`src/rtl/uart_cmd_decoder.sv`:
```
// uart_cmd_decoder
//   Byte-level command parser that sits between a UART receiver/transmitter
//   and the configuration register file. Incoming byte frames are turned into
//   single-cycle register write/read strobes. Read data goes back as one TX byte.
//     write frame : 0x57 'W', ADDR, DATA
//     read frame  : 0x52 'R', ADDR
//
//   Optional feature macro: UART_CMD_WRACK_EN
//     defined     - every write frame is acknowledged with one TX byte 0x06
//     not defined - write frames produce no TX traffic
//
// Ports
//   sysclk        in   system clock, rising edge
//   reset         in   asynchronous active-high reset
//   rx_data       in   [7:0] received byte, valid while rx_valid is high
//   rx_valid      in   one-cycle strobe per received byte
//   tx_busy       in   UART transmitter busy
//   tx_data       out  [7:0] byte to transmit
//   tx_start      out  one-cycle transmit request
//   uart_reg      out  [7:0] register address
//   uart_dbus_in  out  [7:0] register write data
//   uart_dbus_w   out  one-cycle write strobe
//   uart_dbus_r   out  one-cycle read strobe
//   uart_dbus_out in   [7:0] register read data (combinational from the register file)
//   err_cnt       out  [7:0] saturating protocol error count
module uart_cmd_decoder #(
  parameter int TIMEOUT_CYCLES = 1000000,
  parameter int TIMEOUT_W      = 20
) (
  input  logic       sysclk,
  input  logic       reset,
  input  logic [7:0] rx_data,
  input  logic       rx_valid,
  input  logic       tx_busy,
  output logic [7:0] tx_data,
  output logic       tx_start,
  output logic [7:0] uart_reg,
  output logic [7:0] uart_dbus_in,
  output logic       uart_dbus_w,
  output logic       uart_dbus_r,
  input  logic [7:0] uart_dbus_out,
  output logic [7:0] err_cnt
);

  localparam logic [7:0] CMD_WRITE = 8'h57;
  localparam logic [7:0] CMD_READ  = 8'h52;
`ifdef UART_CMD_WRACK_EN
  localparam logic [7:0] ACK_BYTE  = 8'h06;
`endif
  // The timeout fires on the edge that ends the TIMEOUT_CYCLES-th idle cycle,
  // i.e. when the counter already holds TIMEOUT_CYCLES-1.
  localparam logic [TIMEOUT_W-1:0] TIMEOUT_LAST = TIMEOUT_W'(TIMEOUT_CYCLES - 1);

  typedef enum logic [2:0] {
    IDLE,
    GET_ADDR,
    GET_DATA,
    WRITE,
    READ,
    TX_REQ,
    TX_WAIT
  } state_t;

  state_t               state, state_nxt;
  logic                 op_write, op_write_nxt;
  logic                 busy_seen, busy_seen_nxt;
  logic [TIMEOUT_W-1:0] tmo_cnt, tmo_cnt_nxt;
  logic [7:0]           uart_reg_nxt;
  logic [7:0]           dbus_in_nxt;
  logic [7:0]           tx_data_nxt;
  logic                 tx_start_nxt;
  logic                 err_inc;

  // State register.
  always_ff @(posedge sysclk or posedge reset) begin
    if (reset) begin
      state <= IDLE;
    end else begin
      state <= state_nxt;
    end
  end

  // Registered datapath and outputs. The read/write strobes are derived from
  // the next state so they are high exactly while the FSM sits in WRITE/READ.
  always_ff @(posedge sysclk or posedge reset) begin
    if (reset) begin
      op_write     <= 1'b0;
      busy_seen    <= 1'b0;
      tmo_cnt      <= '0;
      uart_reg     <= 8'h00;
      uart_dbus_in <= 8'h00;
      tx_data      <= 8'h00;
      tx_start     <= 1'b0;
      uart_dbus_w  <= 1'b0;
      uart_dbus_r  <= 1'b0;
      err_cnt      <= 8'h00;
    end else begin
      op_write     <= op_write_nxt;
      busy_seen    <= busy_seen_nxt;
      tmo_cnt      <= tmo_cnt_nxt;
      uart_reg     <= uart_reg_nxt;
      uart_dbus_in <= dbus_in_nxt;
      tx_data      <= tx_data_nxt;
      tx_start     <= tx_start_nxt;
      uart_dbus_w  <= (state_nxt == WRITE);
      uart_dbus_r  <= (state_nxt == READ);
      if (err_inc && (err_cnt != 8'hFF)) begin
        err_cnt <= err_cnt + 8'd1;
      end
    end
  end

  // Next-state and next-output logic. The inter-byte timeout counter defaults
  // to zero, so it only runs while waiting for ADDR or DATA with no byte present;
  // a byte arriving on the expiry cycle therefore wins over the timeout.
  always_comb begin
    state_nxt     = state;
    op_write_nxt  = op_write;
    busy_seen_nxt = busy_seen;
    tmo_cnt_nxt   = '0;
    uart_reg_nxt  = uart_reg;
    dbus_in_nxt   = uart_dbus_in;
    tx_data_nxt   = tx_data;
    tx_start_nxt  = 1'b0;
    err_inc       = 1'b0;

    case (state)
      IDLE: begin
        if (rx_valid) begin
          if (rx_data == CMD_WRITE) begin
            op_write_nxt = 1'b1;
            state_nxt    = GET_ADDR;
          end else if (rx_data == CMD_READ) begin
            op_write_nxt = 1'b0;
            state_nxt    = GET_ADDR;
          end else begin
            err_inc = 1'b1;
          end
        end
      end

      GET_ADDR: begin
        if (rx_valid) begin
          uart_reg_nxt = rx_data;
          state_nxt    = op_write ? GET_DATA : READ;
        end else if (tmo_cnt == TIMEOUT_LAST) begin
          state_nxt = IDLE;
          err_inc   = 1'b1;
        end else begin
          tmo_cnt_nxt = tmo_cnt + 1'b1;
        end
      end

      GET_DATA: begin
        if (rx_valid) begin
          dbus_in_nxt = rx_data;
          state_nxt   = WRITE;
        end else if (tmo_cnt == TIMEOUT_LAST) begin
          state_nxt = IDLE;
          err_inc   = 1'b1;
        end else begin
          tmo_cnt_nxt = tmo_cnt + 1'b1;
        end
      end

      WRITE: begin
        if (rx_valid) err_inc = 1'b1;
`ifdef UART_CMD_WRACK_EN
        tx_data_nxt = ACK_BYTE;
        state_nxt   = TX_REQ;
`else
        state_nxt   = IDLE;
`endif
      end

      // The register file answers combinationally while uart_dbus_r is high,
      // which is exactly this cycle.
      READ: begin
        if (rx_valid) err_inc = 1'b1;
        tx_data_nxt = uart_dbus_out;
        state_nxt   = TX_REQ;
      end

      TX_REQ: begin
        if (rx_valid) err_inc = 1'b1;
        if (!tx_busy) begin
          tx_start_nxt  = 1'b1;
          busy_seen_nxt = 1'b0;
          state_nxt     = TX_WAIT;
        end
      end

      // Wait for the transmitter to pick up the byte (busy rises) and finish
      // it (busy falls) before accepting a new frame.
      TX_WAIT: begin
        if (rx_valid) err_inc = 1'b1;
        if (tx_busy) begin
          busy_seen_nxt = 1'b1;
        end else if (busy_seen) begin
          state_nxt = IDLE;
        end
      end

      default: begin
        state_nxt = IDLE;
      end
    endcase
  end

endmodule
```
`config.mk`:
```
export PLATFORM = sky130hd
export DESIGN_NAME = uart_cmd_decoder
export DESIGN_NICKNAME = d
export VERILOG_FILES = /design/src/rtl/uart_cmd_decoder.sv
export SDC_FILE = /design/constraint.sdc
export NUM_CORES = 1
export LEC_CHECK = 0
export ABC_AREA = 1
export BUFFER_PORTS_ARGS = -buffer_cell sky130_fd_sc_hd__buf_2
export CAP_MARGIN = 10
export CORE_AREA = 2 2 75 77
export CTS_BUF_LIST = sky130_fd_sc_hd__clkbuf_8 sky130_fd_sc_hd__clkbuf_16
export CTS_CLUSTER_DIAMETER = 120
export CTS_CLUSTER_SIZE = 12
export DETAILED_ROUTE_END_ITERATION = 8
export DIE_AREA = 0 0 77 79
export PLACE_DENSITY = 0.78
export SYNTH_ARGS = -nofsm -noshare
export SYNTH_HDL_FRONTEND = slang
export SYNTH_SLANG_ARGS = --single-unit
```
`constraint.sdc`:
```
create_clock -name sysclk -period 1.88 [get_ports sysclk]
set_clock_uncertainty 0.05 [all_clocks]
set_input_delay 0.188 -clock sysclk [delete_from_list [all_inputs] [get_ports sysclk]]
set_output_delay 0.188 -clock sysclk [all_outputs]
set_load 0.01 [all_outputs]
```
==> summary.txt, run 1 <==
Cells and area
  – Fill cells: 486
  – Biggest register: tmo_cnt
  – Multi-input logic area: 1190 um^2
  – Final core occ: 63.6%
  – Ant. Diodes: 0
  – Non-Filler Instances: 469
  – Largest register FFs: 20
  – Share of post-route cells with drive strength above 1: 25.2%
  – Layout area overhead: 19.2%
  – Nets: 415
  – Register Area: 1500 um^2

CTS
  – Root Driver: clkbuf_8
  – Clock buffer depth: 2
  – # H-tree levels: 3
  – CTS Sinks: 60
  – CTS tree: yes
  – Num CTS Buffers: 9
  – Clock latency on the worst-skew pair: 0.34 ns
  – Clock transition at path regs: 0.06 ns

Worst setup path
  – Reg-to-Reg End: err_cnt[3]
  – Top cell by count, worst path: nand2_1
  – R2R Path Start: err_cnt[0]
  – Critical Path Source Type: flop
  – Cell breakdown of the critical path: ha_1 > nand3_1 > nor2_1 > a31oi_2 > nand2_4 > nand2_1 > nand2_1
  – CP Capture Type: flop
  – Slowest cell on crit path: dfrtp_1
  – R2r worst-path depth: 7
  – Worst EP required: 2.05 ns
  – Crit-path max FO: 9
  – Worst Path Buf+Inv: 0
  – Worst Path Arrival: 1.90 ns
  – Max stage delay on crit path: 0.42 ns
  – Top delay family on crit path: simple AND/OR/NAND/NOR gates
  – Kind of critical path: reg2reg
  – Reg2reg setup slack: 0.15 ns

Global routing
  – GR Util All Layers: 20.2%
  – Initial antenna violation count: 0
  – Aggregate global routing overflow: 0
  – First-pass GRT wire length: 9570 um
  – Largest net degree at the start of global routing: 61
  – Vias in the first global route: 2,263

Drt
  – Initial DRT Pass Iterations: 4
  – Post-DRT Antenna Nets: 0
  – Via density: 4.95
  – WL/cell: 11.7 um
  – Vias after detailed routing: 2,320
  – DRC: 0
  – DRT Wirelength: 5500 um
  – DR iter-0 viols: 141

Logic synthesis
  – Top post-synthesis cells by area: dfrtp_1 53%, nand2_1 10%, nor2_1 4.7%, nand3_1 4.6%, o21ai_0 4.6%
  – EDFF count, synth: 0
  – Mapped cell area: 2850 um^2
  – Sequential-to-total area share from yosys stat: 52.7%
  – Syn_area_per_cell: 8.68 um^2
  – Share of the synthesized area in the top cell type: 52.7%
  – Syn Nets: 350
  – Count leader, synth: nand2_1
  – Most used DFF post-synth: dfrtp_1
  – Ys async rst share: 100%
  – Most frequent cells after synthesis: 76 x nand2_1, 60 x dfrtp_1, 36 x nor2_1, 31 x inv_1
  – Synthesis-stage register bit count: 60
  – Mapped Cells: 328
  – Yosys cell types: 32
  – Ys Warns: 0
  – Synth area leader: dfrtp_1

Floorplanning
  – Die area: 6080 um^2
  – Placeable Area: 5340 um^2
  – Die Wd: 77 um
  – Die span in y: 79 um
  – Num ports: 55
  – Starting Density: 53.4%
  – Row count: 27

Placed design
  – Pre-CTS WS: 0.176 ns
  – Dpl cells: 453
  – Hpwl dp: 4000 um
  – Placer congestion estimate: 0.869
  – I/O Buffers: 54

Worst hold path
  – Hold-critical path depth: 2
  – Hold Crit Start: uart_dbus_out[0]
  – Hold Path Class: in2reg
  – Hold Crit Endpoint: tx_data[0]

Timing
  – Final period util: 92.0%
  – Final Hold Viols: 0
  – Slew Limit Fails: 0
  – Final Critical Period: 1.73 ns
  – Final setup fails: 0
  – Worst slew margin: 67.5%
  – Fmax: 578 MHz
  – Worst slew pin tran: 0.485 ns
  – RSZ-0062 raised after global routing: no
  – Fin worst setup slack: 0.150 ns
  – Hold Slack: 0.0346 ns
  – Setup TNS: 0 ns

Run
  – Max-capacitance violation count: 0

Pwr
  – Leakage power: 1.67 nW
  – Power Density: 1230 nW/um^2
  – Peak supply drop: 0.000840 V

Status
  – Status: finished clean
-- layout make-up --
class / instances / share of cell area (%)
clock buffer: 11 / 4.46
clock inverter: 4 / 0.516
multi-input combinational: 228 / 35.0
tap: 72 / 2.65
inverter: 37 / 4.09
timing repair buffer: 57 / 9.07
sequential: 60 / 44.2
-- what timing repair did --
action                                 CTS  global route
gates resized for setup                  0             0
hold buffers                             1             0
endpoints found under the hold margin   60             0
setup buffers                            0             0
-- kinds of logic (layout without fill, tap and decap cells) --
kind of cell	Yosys count	after routing	synth area share (%)
xor gates and xnor gates	12	12	3.69
AOI/OAI and AO/OA	41	41	7.56
buffers and inverters	40	109	5.58
and+or+nand+nor	165	165	26.4
adders and majority gates	2	2	0.879
DFF	60	60	52.7
muxes	8	8	3.16
-- layer usage --
layer / track usage, % / vias up / routed length (um)
met5: 0 / - / 0
met4: 9.64 / 0 / 110
met3: 3.98 / 12 / 207
met2: 34.4 / 44 / 2640
met1: 24.8 / 1080 / 2550
li1: - / 1184 / -
-- metrics by stage --
stage | total power [mW] | cell area, um^2
after floorplan | 2.74 | 2850
after global placement | 3.17 | 3220
after detailed placement | 3.22 | 3220
after CTS | 4.23 | 3390
after global routing | 4.51 | 3390
final | 4.19 | 3390
-- where the power goes --
| group | internal (mW) | switching, mW | total, mW |
|---|---|---|---|
| clock | 0.528 | 0.466 | 0.994 |
| sequential | 1.63 | 0.226 | 1.86 |
| combinational | 0.551 | 0.782 | 1.33 |
-- worst register-to-register path: cells and delay by family, from the launching register on --
| family | cells | cell delay (ns) |
|---|---|---|
| DFF | 1 | 0.42 |
| adders and majority gates | 1 | 0.24 |
| AOI/OAI and AO/OA | 1 | 0.39 |
| and+or+nand+nor | 5 | 0.54 |
-- worst max-delay path by stage --
stage / depth (start not counted) / endpoint / from / slack (ns)
CTS: 7 / err_cnt[3] / err_cnt[0] / 0.15
floorplan: 1 / busy_seen / reset / 0.16
global placement: 10 / err_cnt[0] / tmo_cnt[0] / 0.24
global route: 7 / err_cnt[5] / err_cnt[0] / 0.04
finish: 7 / err_cnt[3] / err_cnt[0] / 0.15
detailed placement: 7 / err_cnt[0] / err_cnt[0] / 0.18
-- cell usage in the layout, fill, tap and decap left out, types with 2 or more instances in the layout --
master and count:
mux2_2 8, ha_1 2, nand2_4 2, inv_1 32, nand3_1 26, dfrtp_1 60
nand2_2 3, xor2_1 8, nor2_2 4, nor3_1 6, buf_2 54, nor2_1 36
xnor2_1 4, nor2_4 3, clkinv_2 2, a21oi_1 12, inv_2 6, clkbuf_8 11
nand2_1 76, o21ai_0 26, nand4_1 2
Power figures use the tool's default switching activity.
==> inputs of run 2 (changes only) <==
==> config.mk (replaced) <==
export PLATFORM = sky130hd
export DESIGN_NAME = uart_cmd_decoder
export DESIGN_NICKNAME = d
export VERILOG_FILES = /design/src/rtl/uart_cmd_decoder.sv
export SDC_FILE = /design/constraint.sdc
export NUM_CORES = 1
export LEC_CHECK = 0
export ABC_AREA = 1
export CAP_MARGIN = 10
export CORE_AREA = 2 2 72 74
export CTS_BUF_LIST = sky130_fd_sc_hd__clkbuf_8 sky130_fd_sc_hd__clkbuf_16
export CTS_CLUSTER_DIAMETER = 120
export CTS_CLUSTER_SIZE = 12
export DETAILED_ROUTE_END_ITERATION = 8
export DIE_AREA = 0 0 74 76
export DONT_BUFFER_PORTS = 1
export PLACE_DENSITY = 0.75
export SYNTH_ARGS = -nofsm -noshare
export SYNTH_HDL_FRONTEND = slang
export SYNTH_SLANG_ARGS = --single-unit
==> run 2 against run 1 <==
Sequential share of layout area increased by 0.15 points. Register-to-register slack got worse by 0.07 ns. Total power increased by 1.6%. Die area decreased by 7.5%. Clock power increased by 28%. Critical path depth increased by 1. Sequential power increased by 10%. Worst hold slack got worse by 0.023 ns. Flip-flop and latch count unchanged. First-iteration DRC count increased by 30%. Fmax decreased by 3.7%. Largest cell class unchanged. Largest power group unchanged.
==> summary.txt, run 2 (synthesis results as in run 1) <==
Status
  – Status: finished clean

Cells and area
  – Nets: 383
  – Commonest non-fill, non-tap cells in the layout: 76 x nand2_1, 60 x dfrtp_1, 36 x nor2_1
  – Share of post-route cells with drive strength above 1: 14.8%
  – Ant. Diodes: 0
  – Design area: 3380 um^2
  – Biggest register: tmo_cnt
  – Layout area overhead: 18.8%
  – Most common cell after layout, fill and taps aside: nand2_1
  – Fill cells: 380
  – Largest register FFs: 20

Worst setup path
  – CP endpoint: tmo_cnt[14]
  – Crit. Startpoint: tmo_cnt[0]
  – Reg2reg setup slack: 0.08 ns
  – Worst EP required: 2.09 ns
  – Kind of critical path: reg2reg
  – Crit-path max FO: 4
  – Worst Path Arrival: 2.01 ns
  – CP Capture Type: flop
  – Critical Path Source Type: flop
  – Reg-to-Reg End: tmo_cnt[14]
  – R2r worst-path depth: 8
  – R2R Path Start: tmo_cnt[0]

Placed design
  – Cell Area, Placed: 2950 um^2
  – Hpwl dp: 4020 um
  – Placer congestion estimate: 0.884
  – I/O Buffers: 0
  – Pre-CTS WS: 0.141 ns

Global routing
  – Aggregate global routing overflow: 0
  – Initial antenna violation count: 0
  – M3 GR Usage: 6.22%
  – Peak-usage layer in the global routing report: met2
  – Vias in the first global route: 2,329
  – Met2 Resource Use GR: 39.4%
  – Largest net degree at the start of global routing: 25
  – Met1 Use GR: 29.6%
  – First-pass GRT wire length: 10,400 um
  – GR Util All Layers: 23.9%

Worst hold path
  – Hold Path Class: in2reg

Run
  – Max-capacitance violation count: 0

CTS
  – Clock buffer depth: 2
  – # H-tree levels: 3
  – CTS tree: yes
  – Clock latency on the worst-skew pair: 0.34 ns
  – Num CTS Buffers: 9
  – Root Driver: clkbuf_8
  – Clock transition at path regs: 0.07 ns
  – CTS Sinks: 60

Drt
  – DRC: 0
  – DRT Wirelength: 6210 um
  – Post-DRT Antenna Nets: 0
  – Via density: 5.29
  – Initial DRT Pass Iterations: 4
  – WL/cell: 14.2 um
  – Vias after detailed routing: 2,307
  – DR iter-0 viols: 183

Timing
  – Fin worst setup slack: 0.0833 ns
  – Worst slew margin: 65.3%
  – Final Critical Period: 1.80 ns
  – Setup TNS: 0 ns
  – Slew Limit Fails: 0
  – Fmax: 557 MHz
  – Worst slew pin tran: 0.519 ns
  – Final period util: 95.6%
  – Final Hold Viols: 0
  – Final setup fails: 0

Floorplanning
  – Die span in y: 76 um
  – Placeable Area: 4910 um^2
  – Num ports: 55
  – Die area: 5620 um^2
  – Starting Density: 58.0%
  – Row count: 26
  – Die Wd: 74 um

Pwr
  – Power Density: 1260 nW/um^2
  – Leakage power: 1.54 nW
  – Peak supply drop: 0.000853 V
  – Total design power: 4.25 mW
==> run 2: worst min-delay path by stage <==
stage | start | endpoint | slack, ns | cells after the start
after floorplan | tx_busy | busy_seen | 0.26 | 2
after global placement | reset | tx_start | 0.09 | 1
after detailed placement | reset | tx_start | 0.09 | 1
after CTS | tx_busy | tx_start | 0.003 | 2
after global routing | tx_busy | tx_start | 0.02 | 2
final | tx_busy | state[1] | 0.01 | 2
==> run 2: what timing repair did <==
item | in CTS | in global routing
endpoints found under the hold margin | 47 | 0
setup endpoints to repair | 0 | 8
buffers inserted | 0 | 3
gates resized for setup | 0 | 3
hold buffers | 18 | 0
==> run 2: critical path, stage by stage, from the launching register on <==
cell and delay [ns]:
dfrtp_1 0.35, ha_1 0.18, nand2_1 0.11, nor2_4 0.18
buf_4 0.15, nand4_1 0.18, nor2_2 0.24, nand3_1 0.12
a21oi_2 0.16
==> run 2: cell type report <==
class | count | area [um^2] | share of cell area, %
Clock buffer | 10 | 138 | 4.07
Clock inverter | 6 | 80.1 | 2.37
Inverter | 37 | 139 | 4.11
Multi-Input combinational cell | 228 | 1200 | 35.6
Sequential cell | 60 | 1500 | 44.4
Tap cell | 70 | 87.6 | 2.59
Timing Repair Buffer | 25 | 233 | 6.88
==> run 2: power by group <==
group / total, mW / switching [mW] / leakage, nW / internal, mW
Combinational: 0.940 / 0.553 / 0.642 / 0.387
Clock: 1.27 / 0.495 / 0.115 / 0.770
Sequential: 2.05 / 0.414 / 0.784 / 1.63
==> run 2: stage by stage <==
step / util, % / hold slack [ns] / instances
after global routing: 68.9 / 0.0176 / 436
final: 68.9 / 0.0120 / 436
after floorplan: - / 0.259 / 328
after detailed placement: 60.0 / 0.0887 / 399
after CTS: 68.1 / 0.00344 / 433
after global placement: 60.0 / 0.0850 / 399
==> run 2: per-layer routing <==
| layer | part of all wire [%] | vias to the layer above |
|---|---|---|
| met4 | 1.5 | 0 |
| met2 | 51 | 63 |
| met3 | 5.0 | 10 |
| met5 | 0 | - |
| met1 | 43 | 1113 |
| li1 | - | 1121 |
==> inputs of run 3 (changes only) <==
==> config.mk (replaced) <==
export PLATFORM = sky130hd
export DESIGN_NAME = uart_cmd_decoder
export DESIGN_NICKNAME = d
export VERILOG_FILES = /design/src/rtl/uart_cmd_decoder.sv
export SDC_FILE = /design/constraint.sdc
export NUM_CORES = 1
export LEC_CHECK = 0
export ABC_AREA = 0
export CAP_MARGIN = 10
export CORE_AREA = 2 2 71 73
export CTS_BUF_LIST = sky130_fd_sc_hd__clkbuf_8 sky130_fd_sc_hd__clkbuf_16
export CTS_CLUSTER_DIAMETER = 120
export CTS_CLUSTER_SIZE = 12
export DETAILED_ROUTE_END_ITERATION = 8
export DIE_AREA = 0 0 73 75
export DONT_BUFFER_PORTS = 1
export PLACE_DENSITY = 0.74
export REMOVE_ABC_BUFFERS = 1
export SYNTH_ARGS = -nofsm -noshare
export SYNTH_HDL_FRONTEND = slang
export SYNTH_SLANG_ARGS = --single-unit
==> run 3 against run 2 <==
The run now ends with negative setup slack left. Worst hold slack gained 0.011 ns. Core utilization grew 6.8 points. Routed wire length down 2.9%. Critical path depth down 1. Cell count decreased by 19%. Sequential power about the same. First-iteration DRC count is 28% lower. Sequential share of layout area is 1.8 points lower. Flip-flop and latch count stayed put. Worst setup slack worse by 0.15 ns. Synthesized cell count decreased by 28%. Clock-buffer cell count up 2. Critical endpoint is now err_cnt[1].
==> summary.txt, run 3 <==
Pwr
  – Peak supply drop: 0.000815 V
  – Int Pwr: 3.24 mW
  – Net Sw Power: 1.54 mW
  – Leakage power: 1.47 nW
  – Total design power: 4.78 mW
  – Sw frac: 32.2%
  – Clock power frac: 28.3%
  – Power Density: 1360 nW/um^2
  – Comb power frac: 28.2%
  – Flop pwr share: 43.4%

Placed design
  – Cell Area, Placed: 3020 um^2
  – I/O Buffers: 0
  – Pre-CTS WS: -0.0764 ns
  – Hpwl dp: 3900 um
  – Placer congestion estimate: 0.816

Drt
  – Via density: 5.64
  – Initial DRT Pass Iterations: 4
  – Post-DRT Antenna Nets: 0
  – Vias after detailed routing: 1,992
  – Met2 WL: 3110 um
  – DRC: 0
  – WL/cell: 17.1 um
  – DRT Wirelength: 6030 um
  – WL met3: 267 um
  – M1 WL: 2500 um
  – Highest metal used: met4
  – DR iter-0 viols: 132

Global routing
  – Vias in the first global route: 2,080
  – GR Util All Layers: 24.6%
  – Aggregate global routing overflow: 0
  – Largest net degree at the start of global routing: 26
  – First-pass GRT wire length: 9870 um
  – Initial antenna violation count: 0

CTS
  – Clock latency on the worst-skew pair: 0.35 ns
  – Clock transition at path regs: 0.07 ns
  – Num CTS Buffers: 9
  – CTS Sinks: 60
  – # H-tree levels: 3
  – Clock buffer depth: 2
  – Root Driver: clkbuf_8
  – CTS tree: yes

Logic synthesis
  – Top post-synthesis cells by area: dfrtp_1 55%, mux2_2 9.9%, xnor2_1 7.7%, nor2_1 4.7%, and4_1 1.6%
  – Sequential-to-total area share from yosys stat: 55.0%
  – Most frequent cells after synthesis: 60 x dfrtp_1, 34 x nor2_1, 24 x mux2_2, 24 x xnor2_1
  – Synth area leader: dfrtp_1
  – Share of the synthesized area in the top cell type: 55.0%
  – Count leader, synth: dfrtp_1
  – EDFF count, synth: 0
  – Mapped Cells: 236
  – Synthesis-stage register bit count: 60
  – Yosys cell types: 43
  – Mapped cell area: 2730 um^2
  – Syn_area_per_cell: 11.6 um^2
  – Most used DFF post-synth: dfrtp_1
  – Ys Warns: 0
  – Ys async rst share: 100%

Floorplanning
  – Die Wd: 73 um
  – Die span in y: 75 um
  – Starting Density: 58.6%
  – Die area: 5480 um^2
  – Row count: 25
  – Num ports: 55
  – Placeable Area: 4660 um^2

Timing
  – Final Hold Viols: 0
  – Final setup fails: 5
  – Fmax: 513 MHz
  – Fin worst setup slack: -0.0680 ns
  – RSZ-0062 raised after global routing: yes
  – Slew Limit Fails: 0
  – Worst slew pin tran: 0.505 ns
  – Final period util: 104%
  – Final Critical Period: 1.95 ns
  – Worst slew margin: 66.3%
  – Setup TNS: -0.127 ns

Run
  – Max-capacitance violation count: 0

Worst setup path
  – Max stage delay on crit path: 0.42 ns
  – Critical Path Source Type: flop
  – Slowest cell on crit path: dfrtp_1
  – CP Capture Type: flop
  – Cell breakdown of the critical path: nor4b_4 > nand4_1 > buf_4 > nor4_4 > buf_6 > nor2_4 > mux2_4
  – Kind of critical path: reg2reg
  – Crit-path max FO: 7
  – Worst Path Arrival: 2.13 ns
  – Worst EP required: 2.06 ns

Cells and area
  – Commonest non-fill, non-tap cells in the layout: 60 x dfrtp_1, 34 x nor2_1, 32 x buf_4
  – Design area: 3520 um^2
  – Nets: 316
  – Largest register FFs: 20
  – Most common cell after layout, fill and taps aside: dfrtp_1
  – Ant. Diodes: 0
  – Share of post-route cells with drive strength above 1: 30.8%
  – Biggest register: tmo_cnt
  – Fill cells: 302
  – Layout area overhead: 29.0%
  – Final core occ: 75.6%

Status
  – Status: finished, violations left
  – Failing checks: negative setup slack

Worst hold path
  – Hold Path Class: in2reg
run 3: cell count changes in the layout (fill, tap and decap cells not counted), moves of 16 or more:
cell / delta
nand2_1: -68
o21ai_0: -19
xnor2_1: +20
mux2_2: +16
nand3_1: -20
inv_1: -25
buf_4: +25
run 3: area by class of cell:
cell class	count	area (um^2)	share of cell area, %
sequential	60	1500	42.6
multi-input combinational	163	1240	35.1
timing repair buffer	52	452	12.8
clock buffer	12	165	4.69
clock inverter	4	70.1	1.99
tap	54	67.6	1.92
inverter	8	30.0	0.852
run 3: critical path: cells and delay by family (launching register included):
kind,cells,cell delay [ns]
DFF,1,0.42
muxes,1,0.29
buffers and inverters,2,0.35
and+or+nand+nor,4,0.73
run 3: routing by layer:
layer | track usage (%) | vias up
met5 | 0 | -
met4 | 14.2 | 0
met3 | 7.76 | 15
met2 | 39.1 | 48
met1 | 29.7 | 987
li1 | - | 942
run 3: kinds of logic after synthesis:
family                   after synthesis  share of synthesized area [%]
buffers and inverters                 13                           2.11
XOR/XNOR                              27                           8.66
AO/OA/AOI/OAI                         21                           4.81
multiplexers                          25                           10.4
adder cells (fa/ha/maj)                2                          0.916
AND/OR/NAND/NOR                       88                           18.1
flip-flops                            60                           55.0
run 3: what timing repair did:
action,in CTS,in global routing
buffers inserted,2,1
gates resized for setup,2,10
endpoints found under the setup margin,5,17
pin swaps,1,2
hold buffers,18,0
endpoints found under the hold margin,49,0
run 3: final timing paths:
path	from	depth (start not counted)	slack [ns]	endpoint
worst max-delay path	tmo_cnt[7]	7	-0.07	err_cnt[1]
worst min-delay path	rx_data[2]	2	0.02	op_write
worst max register to register	tmo_cnt[7]	7	-0.07	err_cnt[1]
worst min register to register	tmo_cnt[0]	2	0.50	tmo_cnt[0]
max in group asynchronous	reset	3	0.86	uart_dbus_in[4]
min in group asynchronous	reset	2	0.28	tmo_cnt[3]
run 3: power by group through the flow:
stage	clock, mW	sequential [mW]	combinational, mW
final	1.35	2.07	1.35
after CTS	1.37	2.07	1.34
after detailed placement	0	2.09	1.28
after global routing	1.42	2.11	1.47
after floorplan	0	2.13	0.759
after global placement	0	2.07	1.24
run 3: through the flow:
stage	hold slack, ns	instances
after global routing	0.0281	353
final	0.0230	353
after global placement	0.0828	316
after detailed placement	0.0881	316
after floorplan	0.208	231
after CTS	0.00223	352
